**config.mk**
```make
export PLATFORM = sky130hd
export DESIGN_NAME = fft_frame_capture
export DESIGN_NICKNAME = d
export VERILOG_FILES = /design/src/rtl/fft_frame_capture.sv
export SDC_FILE = /design/constraint.sdc
export NUM_CORES = 2
export LEC_CHECK = 0
export CAP_MARGIN = 25
export CORE_MARGIN = 8
export CORE_UTILIZATION = 60
export DETAILED_ROUTE_END_ITERATION = 12
export DONT_BUFFER_PORTS = 1
export PLACE_DENSITY_LB_ADDON = 0.2
export SYNTH_ARGS = -nofsm -noshare
export SYNTH_HDL_FRONTEND = slang
export SYNTH_SLANG_ARGS = --single-unit
```
**constraint.sdc**
```tcl
create_clock -name clk -period 46.6 [get_ports clk]
set_input_delay 11.65 -clock clk [delete_from_list [all_inputs] [get_ports clk]]
set_output_delay 11.65 -clock clk [all_outputs]
set_load 0.01 [all_outputs]
```
**src/rtl/fft_frame_capture.sv**
```systemverilog
// fft_frame_capture: records a programmable burst of FFT output frames into
// internal memory, scans the last captured frame for its peak |re|+|im| bin,
// and offers a registered random-access readout of any stored sample.
// Optional build macro: FFT_CAPTURE_DC_SKIP_EN (exclude lane 0 from the peak search).
module fft_frame_capture #(
    parameter int unsigned LANES  = 16,
    parameter int unsigned DW     = 13,
    parameter int unsigned FRAMES = 8,
    localparam int unsigned LW    = $clog2(LANES),
    localparam int unsigned FIW   = (FRAMES > 1) ? $clog2(FRAMES) : 1,
    localparam int unsigned CW    = $clog2(FRAMES) + 1,
    localparam int unsigned MW    = DW + 1
) (
    input  logic                  clk,
    input  logic                  rst,
    input  logic                  arm,
    input  logic                  din_valid,
    input  logic [LANES*DW-1:0]   din_re,
    input  logic [LANES*DW-1:0]   din_im,
    input  logic [FIW-1:0]        rd_frame,
    input  logic [LW-1:0]         rd_lane,
    output logic [DW-1:0]         rd_re,
    output logic [DW-1:0]         rd_im,
    output logic                  busy,
    output logic                  done,
    output logic [CW-1:0]         frame_cnt,
    output logic [LW-1:0]         peak_bin,
    output logic [MW-1:0]         peak_mag
);

    localparam int unsigned SW = LW + 1;
`ifdef FFT_CAPTURE_DC_SKIP_EN
    localparam int unsigned SCAN_START = 1;
`else
    localparam int unsigned SCAN_START = 0;
`endif

    typedef enum logic [2:0] {
        ST_IDLE    = 3'd0,
        ST_ARMED   = 3'd1,
        ST_CAPTURE = 3'd2,
        ST_SCAN    = 3'd3,
        ST_DONE    = 3'd4
    } state_t;

    state_t            state_q, state_d;
    logic [CW-1:0]     frame_cnt_q, frame_cnt_d;
    logic [SW-1:0]     scan_cnt_q, scan_cnt_d;
    logic [MW-1:0]     mag_q, mag_d;
    logic [LW-1:0]     mag_lane_q, mag_lane_d;
    logic [MW-1:0]     run_mag_q, run_mag_d;
    logic [LW-1:0]     run_bin_q, run_bin_d;
    logic [MW-1:0]     peak_mag_q, peak_mag_d;
    logic [LW-1:0]     peak_bin_q, peak_bin_d;
    logic              busy_q, busy_d;
    logic              done_q, done_d;
    logic [DW-1:0]     rd_re_q, rd_re_d;
    logic [DW-1:0]     rd_im_q, rd_im_d;

    logic [LANES*DW-1:0] mem_re [FRAMES];
    logic [LANES*DW-1:0] mem_im [FRAMES];
    logic [LANES*DW-1:0] shadow_re_q;
    logic [LANES*DW-1:0] shadow_im_q;
    logic [LANES*DW-1:0] rd_word_re_c;
    logic [LANES*DW-1:0] rd_word_im_c;

    logic              wr_en_c;
    logic              shadow_ld_c;
    logic [FIW-1:0]    wr_frame_c;
    logic [LW-1:0]     scan_lane_c;
    logic [DW-1:0]     scan_re_c;
    logic [DW-1:0]     scan_im_c;
    logic [MW-1:0]     scan_mag_c;
    logic              better_c;
    logic [MW-1:0]     best_mag_c;
    logic [LW-1:0]     best_bin_c;

    // Absolute value widened by one bit so the most negative input is exact.
    function automatic logic [MW-1:0] abs_ext(input logic [DW-1:0] v);
        logic [MW-1:0] e;
        e = {v[DW-1], v};
        return v[DW-1] ? (~e + MW'(1)) : e;
    endfunction

    // Magnitude of the shadow lane under scan, and running-peak comparison of the previous lane.
    always_comb begin
        scan_lane_c = LW'(scan_cnt_q);
        scan_re_c   = shadow_re_q[32'(scan_lane_c) * DW +: DW];
        scan_im_c   = shadow_im_q[32'(scan_lane_c) * DW +: DW];
        scan_mag_c  = abs_ext(scan_re_c) + abs_ext(scan_im_c);
        better_c    = (mag_q > run_mag_q);
        best_mag_c  = better_c ? mag_q : run_mag_q;
        best_bin_c  = better_c ? mag_lane_q : run_bin_q;
        wr_frame_c  = FIW'(frame_cnt_q);
        rd_word_re_c = mem_re[rd_frame];
        rd_word_im_c = mem_im[rd_frame];
        rd_re_d     = rd_word_re_c[32'(rd_lane) * DW +: DW];
        rd_im_d     = rd_word_im_c[32'(rd_lane) * DW +: DW];
    end

    // Next-state and registered-output logic of the capture/scan controller.
    always_comb begin
        state_d     = state_q;
        frame_cnt_d = frame_cnt_q;
        scan_cnt_d  = scan_cnt_q;
        mag_d       = mag_q;
        mag_lane_d  = mag_lane_q;
        run_mag_d   = run_mag_q;
        run_bin_d   = run_bin_q;
        peak_mag_d  = peak_mag_q;
        peak_bin_d  = peak_bin_q;
        wr_en_c     = 1'b0;
        shadow_ld_c = 1'b0;

        case (state_q)
            ST_IDLE: begin
                if (arm) begin
                    state_d     = ST_ARMED;
                    frame_cnt_d = '0;
                end
            end
            ST_ARMED, ST_CAPTURE: begin
                if (arm) begin
                    state_d     = ST_ARMED;
                    frame_cnt_d = '0;
                end else if (din_valid) begin
                    wr_en_c     = 1'b1;
                    frame_cnt_d = frame_cnt_q + CW'(1);
                    if (frame_cnt_d == CW'(FRAMES)) begin
                        shadow_ld_c = 1'b1;
                        state_d     = ST_SCAN;
                        scan_cnt_d  = SW'(SCAN_START);
                        run_mag_d   = '0;
                        run_bin_d   = LW'(SCAN_START);
                    end else begin
                        state_d = ST_CAPTURE;
                    end
                end
            end
            ST_SCAN: begin
                if (arm) begin
                    state_d     = ST_ARMED;
                    frame_cnt_d = '0;
                end else begin
                    // mag_q holds the lane loaded last cycle; fold it in once valid.
                    if (scan_cnt_q != SW'(SCAN_START)) begin
                        run_mag_d = best_mag_c;
                        run_bin_d = best_bin_c;
                    end
                    if (scan_cnt_q == SW'(LANES)) begin
                        peak_mag_d = best_mag_c;
                        peak_bin_d = best_bin_c;
                        state_d    = ST_DONE;
                    end else begin
                        mag_d      = scan_mag_c;
                        mag_lane_d = scan_lane_c;
                        scan_cnt_d = scan_cnt_q + SW'(1);
                    end
                end
            end
            ST_DONE: begin
                if (arm) begin
                    state_d     = ST_ARMED;
                    frame_cnt_d = '0;
                end
            end
            default: begin
                state_d = ST_IDLE;
            end
        endcase

        busy_d = (state_d == ST_ARMED) || (state_d == ST_CAPTURE) || (state_d == ST_SCAN);
        done_d = (state_d == ST_DONE);
    end

    // Controller state and output registers.
    always_ff @(posedge clk or posedge rst) begin
        if (rst) begin
            state_q     <= ST_IDLE;
            frame_cnt_q <= '0;
            scan_cnt_q  <= '0;
            mag_q       <= '0;
            mag_lane_q  <= '0;
            run_mag_q   <= '0;
            run_bin_q   <= '0;
            peak_mag_q  <= '0;
            peak_bin_q  <= '0;
            busy_q      <= 1'b0;
            done_q      <= 1'b0;
            rd_re_q     <= '0;
            rd_im_q     <= '0;
        end else begin
            state_q     <= state_d;
            frame_cnt_q <= frame_cnt_d;
            scan_cnt_q  <= scan_cnt_d;
            mag_q       <= mag_d;
            mag_lane_q  <= mag_lane_d;
            run_mag_q   <= run_mag_d;
            run_bin_q   <= run_bin_d;
            peak_mag_q  <= peak_mag_d;
            peak_bin_q  <= peak_bin_d;
            busy_q      <= busy_d;
            done_q      <= done_d;
            rd_re_q     <= rd_re_d;
            rd_im_q     <= rd_im_d;
        end
    end

    // Frame memory and scan shadow; not reset, contents survive re-arm and reset.
    always_ff @(posedge clk) begin
        if (wr_en_c) begin
            mem_re[wr_frame_c] <= din_re;
            mem_im[wr_frame_c] <= din_im;
        end
        if (shadow_ld_c) begin
            shadow_re_q <= din_re;
            shadow_im_q <= din_im;
        end
    end

    assign rd_re     = rd_re_q;
    assign rd_im     = rd_im_q;
    assign busy      = busy_q;
    assign done      = done_q;
    assign frame_cnt = frame_cnt_q;
    assign peak_bin  = peak_bin_q;
    assign peak_mag  = peak_mag_q;

endmodule

```
## After elaboration in Yosys (flattened, before gate mapping)

Memory sizes are Yosys's and may differ from the RTL's.
Cells that the tools add are included.

| word-level totals | value |
|---|---|
| bits in registers | 510 |
| RAM bits | 3328 |
| bits of input ports | 427 |
| output and inout bits | 50 |
| memories | 2 |

Memories:

| memory | depth | bits a word | rd ports | clocked after memory_dff | wr ports | line | source |
|---|---|---|---|---|---|---|---|
| mem_im | 8 | 208 | 1 | 0 | 1 | 61 | `logic [LANES*DW-1:0] mem_im [FRAMES];` |
| mem_re | 8 | 208 | 1 | 0 | 1 | 60 | `logic [LANES*DW-1:0] mem_re [FRAMES];` |

| cells by class | value |
|---|---|
| add/subtract/negate cells | 5 |
| $mul | 2 |
| $lt $le $gt $ge | 1 |
| equal/unequal tests | 18 |
| shift-type cells | 4 |
| muxes and demuxes | 42 |
| bitwise operators | 4 |
| reductions and logical operators | 14 |

Operators by type and width:

| kind | count |
|---|---|
| 208-bit by 9-bit variable part select with 13-bit output | 4 |
| 14-bit two-way mux | 8 |
| 4-bit two-way mux | 9 |
| 14-bit by 1-bit adder with 14-bit output (second input constant) | 2 |
| 14-bit inverter | 2 |
| 14-bit one-hot mux with 2 select lines | 1 |
| 5-bit two-way mux | 5 |
| 4-bit by 4-bit multiplier with 8-bit output (second input constant) | 2 |
| 4-bit one-hot mux with 2 select lines | 2 |
| 3-bit two-way mux | 5 |
| 14-bit adder | 1 |
| 14-bit greater-than comparator | 1 |
| 3-bit by 2-bit equality test with 1-bit output (second input constant) | 4 |
| 2-bit != test (second input constant) | 6 |
| 6-bit AND reduction | 2 |
| 1-bit two-way mux | 10 |
| 5-bit one-hot mux with 2 select lines | 1 |
| 3-bit one-hot mux with 3 select lines | 1 |
| 3-bit AND reduction | 3 |
| 3-bit by 1-bit equality test with 1-bit output (second input constant) | 2 |
| 3-bit equality test (second input constant) | 2 |
| 5-bit by 1-bit adder with 5-bit output (second input constant) | 1 |
| 5-bit equality test (second input constant) | 1 |
| 5-bit nonzero test | 1 |
| other kinds (10) | 14 |

## Logic depth before layout (Yosys ltp)

| logic depth | value |
|---|---|
| depth after elaboration | 9 |
| gate-level depth with buffers | 22 |
| mapped depth without buffers | 18 |

## Worst setup path before layout

Ideal clock, no wire load.

| timing path | value |
|---|---|
| path type | input-to-reg |
| start point | input arm |
| end point | memory mem_im[0][0] (netlist name) (enable) |
| library setup time | 1.704 ns |
| data arrival time | 40.375 ns |
| path slack | 4.520 ns |
| stages on the path | 6 |
| path buffers | 0 |
| path through | nor2_1 -> inv_1 -> nor2_1 -> nand2_1 -> or2_2 -> nor3_1 |

| between the ends | value |
|---|---|
| longest elaborated chain between the ends | 4 |

Ends and longest elaborated chain:

| what | line | source |
|---|---|---|
| start, declared | 16 | `input logic arm,` |
| 1-bit two-way mux | 123 | `if (arm) begin` |
| 1-bit two-way mux | 115 | `case (state_q)` |
| 1-bit two-way mux | 211 | `if (wr_en_c) begin` |
| 1-bit two-way mux (not written as such) | 213 | `mem_im[wr_frame_c] <= din_im;` |
| end, declared | 61 |  |

Every way passes these cells.

## Final worst setup path

| timing path | value |
|---|---|
| start point | input arm |
| end point | memory mem_re[0][77] (netlist name) (enable) |

| between the ends | value |
|---|---|
| longest elaborated chain between the ends | 4 |

Ends and longest elaborated chain:

| what | line | source |
|---|---|---|
| 1-bit two-way mux | 123 |  |
| 1-bit two-way mux | 115 |  |
| 1-bit two-way mux | 211 |  |
| 1-bit two-way mux (not written as such) | 212 | `mem_re[wr_frame_c] <= din_re;` |
| end, declared | 60 |  |

Every way passes these cells.

==> metrics.csv <==
stage,metric,value,unit
status,status,"finished, final reports clean",
sta,finClkSkew,0.0620,ns
critical_path,cp.depth,11,
finish,drive_gt1_share,29.3,%
drt,drtIter0Drc,9509,
critical_path,slowest_stage,buf_4,
grt,grt_pass1_vias,66600,
logic_synthesis,ys_seq_area_share,78.1,%
clock_tree,cts_setup_buffers,0,
floorplanning,die_area,0.261,mm²
critical_path,startpoint,arm,
logic_synthesis,synth-seq-cells,3838,
logic_synthesis,synth_top_area_share,76.5,%
grt,antenna_found_initial,33,
grt,groute.usage.overall,28.8,%
drt,via_per_inst,6.96,
power,switching_power,1880,µW
grt,overflow,0,
logic_synthesis,ys_types,72,
power,power_frac_seq,49.7,%
drt,firstDrtPassIters,8,
critical_path,crit_arrival,16.80,ns
logic_synthesis,synth_edf_count,3744,
clock_tree,cts_buffers,384,
clock_tree,clkTransAtPathRegs,0.06,ns
logic_synthesis,synthTopCellsByArea,"edfxtp_1, mux4_2, dfrtp_1",
drt,vias,67300,
critical_path,cp.required,47.15,ns
critical_path,cp_num_buf_inv,6,
flow_run,cap_violations,0,
sta,setup_tns,0,ns
drt,ant_nets,0,
critical_path,worst-setup-path-type,in2reg,
sta,tightest_slew,1.41,ns
critical_path,worstSetupStartpointType,input port,
critical_path,cpLargestDelayFamily,buffers and inverters,
critical_path,r2r_slack,40.12,ns
sta,final.min_clock_period,16.25,ns
sta,fmax,61.5,MHz
grt,grt_max_degree,833,
logic_synthesis,synth.net_count,6440,
clock_tree,hold_buffers,0,
clock_tree,cts_max_path_buffers,4,
floorplanning,initial_core_util,60.4,%
logic_synthesis,avgSynthCellArea,24.6,µm²
critical_path,slowest_delay,0.78,ns
floorplanning,die_h,511,µm
finish,nNetsFinal,6612,
floorplanning,fp.dieW,511,µm
critical_path,endpoint,mem_re[0][77],
critical_path,end_kind,flip-flop,
sta,setup_viol,0,
logic_synthesis,async_reset_ff_share,2.45,%
finish,finish.utilization,67.0,%
critical_path,crit_chain,nor2_1 -> inv_1 -> nor2_1 -> nand2_1 -> or2_2 -> nor3_2 -> buf_12 -> buf_4 -> buf_4 -> buf_4 -> buf_4,
logic_synthesis,synth_area,0.147,mm²
clock_tree,htreeDepth,5,
logic_synthesis,synth-main-ff-cell,edfxtp_1,
logic_synthesis,synthCells,5980,
clock_tree,clock_latency,0.95,ns
critical_path,critPathMostFrequentCell,buf_4,
place,gp_congestion,0.867,
clock_tree,cts_sinks,3838,
place,hpwl,227000,µm
grt,grt_pass1_wl,530000,µm
power,internal_power,6020,µW
drt,routedWlPerCell,39.2,µm
critical_path,r2r_start,scan_cnt_q[0],
power,powerDensity,48.4,mW/mm²
sta,finalMaxSlewViolations,0,
clock_tree,ctsResizeCount,0,
logic_synthesis,synth_common_cells,"edfxtp_1, mux4_2, clkbuf_1, buf_2, dfrtp_1",
sta,post-route-period-util,34.9,%
power,clock_power_share,38.2,%
drt,routed_wl,379000,µm
worst_hold_path,hold_path.class,reg2reg,
logic_synthesis,yosys.cell_count.top_type,edfxtp_1,
clock_tree,cts_root_buf,clkbuf_16,
power,p_comb_share,12.1,%
finish,area_growth,11.0,%
floorplanning,io_pins,477,
critical_path,cp_max_fo,109,
critical_path,r2r_cells,18,
power,leakage,0.0509,µW
sta,rsz0062_at_grt,no,
clock_tree,cts_tree,yes,
sta,hold_viol,0,
place,place.port_buffers,0,
logic_synthesis,ys.warnings.count,0,
drt,drc,0,
critical_path,r2r_end,mag_q[12],
floorplanning,core_area,0.243,mm²
finish,n_fill_cell,14600,
sta,maxSlewHeadroom,6.01,%
power,switching_share,23.8,%
logic_synthesis,yosysTopAreaCell,edfxtp_1,
floorplanning,num_rows,181,
power,ir_drop,61.3,µV
sta,hold-worst-slack,0.558,ns
==> cells in the final DEF (no fill, tap or decap), types with 43 or more instances in the layout <==
cell	instances
mux2i_1	57
clkbuf_16	387
mux2_2	57
nand2_1	92
inv_1	48
clkinv_1	78
clkinv_2	67
bufinv_16	43
mux4_2	1147
edfxtp_1	3744
dfrtp_1	91
clkbuf_1	70
buf_4	80
==> routing by layer <==
metal / wire length [µm] / up-vias / part of all wire, % / GRT usage, %
met3: 49300 / 536 / 13 / 9.44
li1: - / 26300 / - / -
met4: 12600 / 0 / 3.3 / 8.26
met5: 0 / - / 0 / 0
met1: 144000 / 36400 / 38 / 41.7
met2: 173000 / 4039 / 46 / 42.8
==> tightest hold or removal path: stages, from the launching register on <==
cell and delay, ns:
dfrtp_1 0.38, nand2_1 0.06, o211ai_1 0.07
==> registers in the layout, summed over array words and instances (netlist names) <==
name and count:
shadow_im_q 208, peak_bin 4, mag_lane_q 4, rd_re 13, scan_cnt_q 5, state_q 3
rd_im 13, mem_im 1664, done 1, shadow_re_q 208, frame_cnt 4, mem_re 1664
mag_q 14, run_mag_q 14, peak_mag 14, busy 1, run_bin_q 4
==> per-stage QoR <==
| step | setup WS [ns] | power, µW | std cells | cell area, µm² |
|---|---|---|---|---|
| floorplan | 4.52 | 4680 | 5980 | 147000 |
| global placement | 29.28 | 4900 | 8958 | 151000 |
| detailed placement | 29.37 | 4920 | 8962 | 151000 |
| CTS | 30.33 | 7910 | 9643 | 163000 |
| global route | 30.15 | 8120 | 9650 | 163000 |
| finish | 30.35 | 7900 | 9662 | 163000 |
==> power groups by stage <==
stage          Clock, µW  Sequential [µW]  Combinational [µW]
3_3_place_gp           0             3990                 906
4_1_cts             3050             3920                 931
2_1_floorplan          0             4020                 658
3_5_place_dp           0             4000                 927
6_report            3020             3920                 956
5_1_grt             3180             3930                1010
==> cell type report <==
type                    count  area, µm²  area share, %
flip-flops and latches   3838     115000           70.4
multi-input cells        1771      30700           18.8
clock buffers             462      10000           6.14
well taps                3202       4010           2.46
clock inverters           219       2200           1.35
repair buffers            106       1220          0.749
inverters                  51        201          0.123
diodes                     13       32.5         0.0199
==> worst min path at each step <==
stage | startpoint | slack (ns) | depth (start not counted) | to
2_1_floorplan | mag_q[10] | 0.50 | 2 | mag_q[10]
3_3_place_gp | run_bin_q[2] | 0.54 | 2 | run_bin_q[2]
3_5_place_dp | run_mag_q[6] | 0.55 | 2 | peak_mag[6]
4_1_cts | run_mag_q[4] | 0.56 | 2 | peak_mag[4]
5_1_grt | run_bin_q[1] | 0.59 | 2 | peak_bin[1]
6_report | run_bin_q[0] | 0.56 | 2 | peak_bin[0]
==> logic make-up after synthesis <==
logic type / synth area share, %
fa+ha+maj: 0.293
flops: 78.1
buf+inv: 1.13
compound gates: 1.28
simple gates: 0.598
xor+xnor: 0.173
mux: 18.4
Note: power is estimated with default switching activity, not from simulation.
